## config.mk

```make
export PLATFORM = sky130hd
export DESIGN_NAME = vga_timing_gen
export DESIGN_NICKNAME = d
export VERILOG_FILES = /design/src/rtl/vga_timing_gen.sv
export SDC_FILE = /design/constraint.sdc
export NUM_CORES = 1
export LEC_CHECK = 0
export ABC_AREA = 1
export BUFFER_PORTS_ARGS = -buffer_cell sky130_fd_sc_hd__clkbuf_2
export CAP_MARGIN = 20
export CELL_PAD_IN_SITES_DETAIL_PLACEMENT = 2
export CELL_PAD_IN_SITES_GLOBAL_PLACEMENT = 2
export CORE_ASPECT_RATIO = 2
export CORE_MARGIN = 2
export CORE_UTILIZATION = 30
export DETAILED_ROUTE_END_ITERATION = 16
export HOLD_SLACK_MARGIN = 0.12
export PLACE_DENSITY = 0.82
export SLEW_MARGIN = 20
export SYNTH_ARGS = -nofsm -noshare
export SYNTH_HDL_FRONTEND = slang
export SYNTH_SLANG_ARGS = --single-unit
```

## constraint.sdc

```tcl
create_clock -name CLK100MHz -period 4.52 [get_ports CLK100MHz]
set_input_delay 0.678 -clock CLK100MHz [delete_from_list [all_inputs] [get_ports CLK100MHz]]
set_output_delay 0.678 -clock CLK100MHz [all_outputs]
set_load 0.1 [all_outputs]
```

## src/rtl/vga_timing_gen.sv

```systemverilog
// VGA timing generator: pixel-clock enable, cycle/scanline counters, syncs, blank and frame strobe.
// Optional line-compare interrupt is built only when VGA_LINE_IRQ_EN is defined.
module vga_timing_gen #(
   parameter int unsigned CLK_DIV   = 2,
   parameter int unsigned H_VISIBLE = 640,
   parameter int unsigned H_FRONT   = 16,
   parameter int unsigned H_SYNC    = 96,
   parameter int unsigned H_BACK    = 48,
   parameter int unsigned V_VISIBLE = 480,
   parameter int unsigned V_FRONT   = 10,
   parameter int unsigned V_SYNC    = 2,
   parameter int unsigned V_BACK    = 33,
   parameter bit          HS_POL    = 1'b0,
   parameter bit          VS_POL    = 1'b0,
   parameter int unsigned CYCLE_W   = 10,
   parameter int unsigned LINE_W    = 10
) (
   input  logic               CLK100MHz,
   input  logic               rst,
   input  logic               enable,
   input  logic [LINE_W-1:0]  irq_line,
   input  logic               irq_line_en,
   input  logic               irq_ack,
   output logic               pixel_clk,
   output logic [CYCLE_W-1:0] cycle,
   output logic [LINE_W-1:0]  scanline,
   output logic               vga_hs,
   output logic               vga_vs,
   output logic               vga_blank,
   output logic               frame_start,
   output logic [7:0]         frame_count,
   output logic               irq
);

   localparam int unsigned H_TOTAL  = H_VISIBLE + H_FRONT + H_SYNC + H_BACK;
   localparam int unsigned V_TOTAL  = V_VISIBLE + V_FRONT + V_SYNC + V_BACK;
   localparam int unsigned HS_START = H_VISIBLE + H_FRONT;
   localparam int unsigned HS_END   = HS_START + H_SYNC;
   localparam int unsigned VS_START = V_VISIBLE + V_FRONT;
   localparam int unsigned VS_END   = VS_START + V_SYNC;
   localparam int unsigned DIV_W    = (CLK_DIV > 1) ? $clog2(CLK_DIV) : 1;
   localparam logic [DIV_W-1:0] DIV_LAST = DIV_W'(CLK_DIV - 1);

   logic [DIV_W-1:0]   div_cnt_q, div_cnt_d;
   logic [CYCLE_W-1:0] cycle_q, cycle_d;
   logic [LINE_W-1:0]  scanline_q, scanline_d;
   logic [7:0]         frame_count_q, frame_count_d;
   logic               pixel_clk_q, frame_start_q;
   logic               hs_q, hs_d, vs_q, vs_d, blank_q, blank_d;
   logic               tick, wrap;

   always_comb begin
      tick          = enable && (div_cnt_q == DIV_LAST);
      div_cnt_d     = div_cnt_q;
      cycle_d       = cycle_q;
      scanline_d    = scanline_q;
      frame_count_d = frame_count_q;
      hs_d          = ~HS_POL;
      vs_d          = ~VS_POL;

      if (enable) begin
         div_cnt_d = tick ? '0 : div_cnt_q + DIV_W'(1);
      end

      if (tick) begin
         if (32'(cycle_q) == H_TOTAL - 1) begin
            cycle_d = '0;
            if (32'(scanline_q) == V_TOTAL - 1) begin
               scanline_d = '0;
            end else begin
               scanline_d = scanline_q + LINE_W'(1);
            end
         end else begin
            cycle_d = cycle_q + CYCLE_W'(1);
         end
      end

      wrap = tick && (cycle_d == '0) && (scanline_d == '0);
      if (wrap) begin
         frame_count_d = frame_count_q + 8'd1;
      end

      // Decode from next-state counters so syncs line up with the counters they accompany.
      if ((32'(cycle_d) >= HS_START) && (32'(cycle_d) < HS_END)) begin
         hs_d = HS_POL;
      end
      if ((32'(scanline_d) >= VS_START) && (32'(scanline_d) < VS_END)) begin
         vs_d = VS_POL;
      end
      blank_d = (32'(cycle_d) >= H_VISIBLE) || (32'(scanline_d) >= V_VISIBLE);
   end

   always_ff @(posedge CLK100MHz) begin
      if (rst) begin
         div_cnt_q     <= '0;
         cycle_q       <= '0;
         scanline_q    <= '0;
         frame_count_q <= '0;
         pixel_clk_q   <= 1'b0;
         frame_start_q <= 1'b0;
         hs_q          <= ~HS_POL;
         vs_q          <= ~VS_POL;
         blank_q       <= 1'b0;
      end else begin
         div_cnt_q     <= div_cnt_d;
         cycle_q       <= cycle_d;
         scanline_q    <= scanline_d;
         frame_count_q <= frame_count_d;
         pixel_clk_q   <= tick;
         frame_start_q <= wrap;
         hs_q          <= hs_d;
         vs_q          <= vs_d;
         blank_q       <= blank_d;
      end
   end

   assign pixel_clk   = pixel_clk_q;
   assign cycle       = cycle_q;
   assign scanline    = scanline_q;
   assign vga_hs      = hs_q;
   assign vga_vs      = vs_q;
   assign vga_blank   = blank_q;
   assign frame_start = frame_start_q;
   assign frame_count = frame_count_q;

`ifdef VGA_LINE_IRQ_EN
   logic irq_q, irq_set;

   // A line of V_TOTAL or more never matches scanline_d, so it can never fire.
   assign irq_set = tick && irq_line_en && (cycle_d == '0) && (scanline_d == irq_line);

   always_ff @(posedge CLK100MHz) begin
      if (rst) begin
         irq_q <= 1'b0;
      end else begin
         irq_q <= irq_set || (irq_q && !irq_ack);
      end
   end

   assign irq = irq_q;
`else
   logic unused_irq_in;

   assign unused_irq_in = ^{irq_line, irq_line_en, irq_ack};
   assign irq           = 1'b0;
`endif

endmodule
```

==> results.toml <==
[layout]
final_cells = 439
final_layout_size_suffix_gt1_frac = 0.177
regArea_um2 = 681
syn2layout_area_growth_pct = 19.8
multiInputGateArea_um2 = 1160
nNetsFinal = 369
antenna_cells = 0
n_fill_cell = 846

[worst_setup_path]
required_ps = 4660
critPathMaxFanout = 17
cp-start-kind = "input pin"
path_class = "in2reg"
worstSetupEndpointType = "flop"
cp.arrival_ps = 3100

[die]
core-area_um2 = 6570
die_width_um = 62.2
die_h_um = 120
die-area_um2 = 7480
row_count = 42
start_util = 0.309
ios = 49

[clock_network]
post_cts_buffers = 0
cts.sinks = 34
cts_buffer_depth = 2
cts_buffers = 5
cts_resized = 0
clk_pin_slew_worst_paths_ps = 60
cts_tree = "done"
worstSkewPairLatency_ps = 290
htreeDepth = 2
root_buffer = "clkbuf_16"
cts_hold_buf = 0

[power_and_ir_drop]
leakage_nw = 1.23
intPower_mw = 0.526
cellPowerDensity_nw_per_um2 = 287
power_mw = 0.697
pwr-share-clk = 0.510
ir_drop_uv = 225
p_sw_frac = 0.245
p_switching_mw = 0.170
combPwrFrac = 0.054
power_frac_seq = 0.436

[synth]
synth.distinct_cells = 34
synth_area_um2 = 2030
syn_inst = 314
yosysWarnings = 0
syn_nets = 333
syn_area_per_cell_um2 = 6.46
ys_seq_area_frac = 0.335
ys_seq_elements = 34

[timing]
setup-tns-final_ps = 0
fin_crit_sh = 0.655
finalCriticalPeriod_ps = 2960
slew_headroom = 0.490
worst_pin_slew_ps = 766
hold_viol = 0
rsz0062_at_grt = "no"
setup_ws_ps = 1560
clock_skew_ps = 3.41
finalMaxSlewViolations = 0
clock.fmax_ghz = 0.338
final-setup-viol-count = 0

[global_route]
grt_pass1_wl_um = 11900
grt_antenna_before_repair = 0
track_usage = 0.206
grt_max_degree = 33
overflow = 0
grt_pass1_vias = 2401

[drt]
drt_pass1_iterations = 4
dr_total_vias = 2142
drt-initial-drc-count = 36
wl_per_cell_um = 15.9
wl_um = 7000
drc = 0
ant_nets = 0
via_per_inst = 4.88

[run_status]
status = "finished, final reports clean"

[place]
portBuffers = 35
place_congestion = 0.836
dp_hpwl_um = 5500
place_ws_ps = 1200
placed_cells = 431

[hold_path]
hp-class = "reg2reg"

[run]
maxCapViolations = 0
==> critical path, stage by stage <==
cell,delay (ps)
clkbuf_2,90
nand2_1,380
inv_2,460
nand3_2,280
nand3_1,220
nand2_1,100
nor2_1,110
nand2_1,80
nor3_4,310
nand2_2,200
nand2_1,100
a21oi_1,60
==> sequential cells by signal, summed over array words and instances (netlist names) <==
name,count
vga_vs,1
cycle,10
frame_count,8
pixel_clk,1
div_cnt_q,1
frame_start,1
vga_hs,1
scanline,10
vga_blank,1
==> worst paths after layout <==
check | endpoint | cells after the start | slack, ps | startpoint
worst min register to register | frame_count[4] | 2 | 490 | frame_count[4]
worst max-delay path | frame_count[7] | 12 | 1560 | enable
worst min-delay path | frame_count[4] | 2 | 490 | frame_count[4]
worst max register to register | frame_count[7] | 11 | 1700 | div_cnt_q
==> per-layer routing <==
metal / track usage / vias up / wire length, µm / part of all wire
met1: 0.187 / 1041 / 2370 / 0.34
met5: 0 / - / 0 / 0
li1: - / 1059 / - / -
met3: 0.0307 / 12 / 149 / 0.021
met4: 0.0958 / 0 / 214 / 0.031
met2: 0.430 / 30 / 4260 / 0.61
==> synthesized netlist by cell type <==
library cell,number,area (µm²)
a21boi_2,1,11.3
a21o_1,1,7.51
a21oi_1,10,50.1
a22oi_1,1,7.51
a31oi_1,1,6.26
buf_2,1,5.00
buf_4,2,15.0
clkbuf_1,3,11.3
clkinv_1,1,3.75
conb_1,1,3.75
dfxtp_1,34,681
ha_1,4,50.1
inv_1,37,139
inv_2,4,15.0
nand2_1,85,319
nand2_2,3,18.8
nand3_1,29,145
nand3_2,1,10.0
nand3_4,1,17.5
nand3b_1,1,7.51
nand4_1,7,43.8
nor2_1,53,199
nor2_2,2,12.5
nor2_4,4,45.0
nor2_8,1,20.0
nor3_1,5,25.0
nor3_2,1,10.0
nor3_4,1,16.3
o21ai_0,7,35.0
o21ai_1,1,5.00
o21ai_2,1,8.76
o21bai_1,2,15.0
xnor2_1,3,26.3
xor2_1,5,43.8
==> logic make-up after synthesis <==
family	synth area share
adders and majority gates	0.0247
and+or+nand+nor	0.438
xor gates and xnor gates	0.0345
buffers and inverters	0.0931
AOI/OAI and AO/OA	0.0721
other	0.00185
DFF	0.335
==> cell type report <==
| cell class | instances | share of cell area |
|---|---|---|
| clock inverter | 1 | 0.00206 |
| inverter | 42 | 0.0648 |
| multi-input combinational | 232 | 0.477 |
| sequential | 34 | 0.280 |
| timing repair buffer | 35 | 0.0721 |
| tap | 88 | 0.0453 |
| clock buffer | 7 | 0.0587 |
==> layout by cell type (no fill, tap or decap), types with 2 or more instances in the layout <==
master	count
nand2_1	85
nor2_1	53
inv_1	37
clkbuf_2	35
dfxtp_1	34
nand3_1	29
a21oi_1	10
o21ai_0	7
nand4_1	7
xor2_1	5
nor3_1	5
clkbuf_16	5
inv_2	4
nor2_4	4
ha_1	4
nand2_2	3
xnor2_1	3
nor2_2	2
o21bai_1	2
==> stage by stage <==
| stage | area, µm² | hold slack [ps] | util |
|---|---|---|---|
| floorplan | 2030 | 474 | - |
| global placement | 2280 | 464 | 0.348 |
| detailed placement | 2280 | 480 | 0.348 |
| CTS | 2430 | 489 | 0.370 |
| global route | 2430 | 523 | 0.370 |
| finish | 2430 | 486 | 0.370 |
==> power by group through the flow <==
stage,Clock [mW],Combinational (mW),Sequential (mW)
2_1_floorplan,0,0.0215,0.319
3_3_place_gp,0,0.0373,0.310
3_5_place_dp,0,0.0382,0.310
4_1_cts,0.366,0.0385,0.303
5_1_grt,0.374,0.0410,0.304
6_report,0.356,0.0377,0.303
Note: power is estimated with default switching activity, not from simulation.
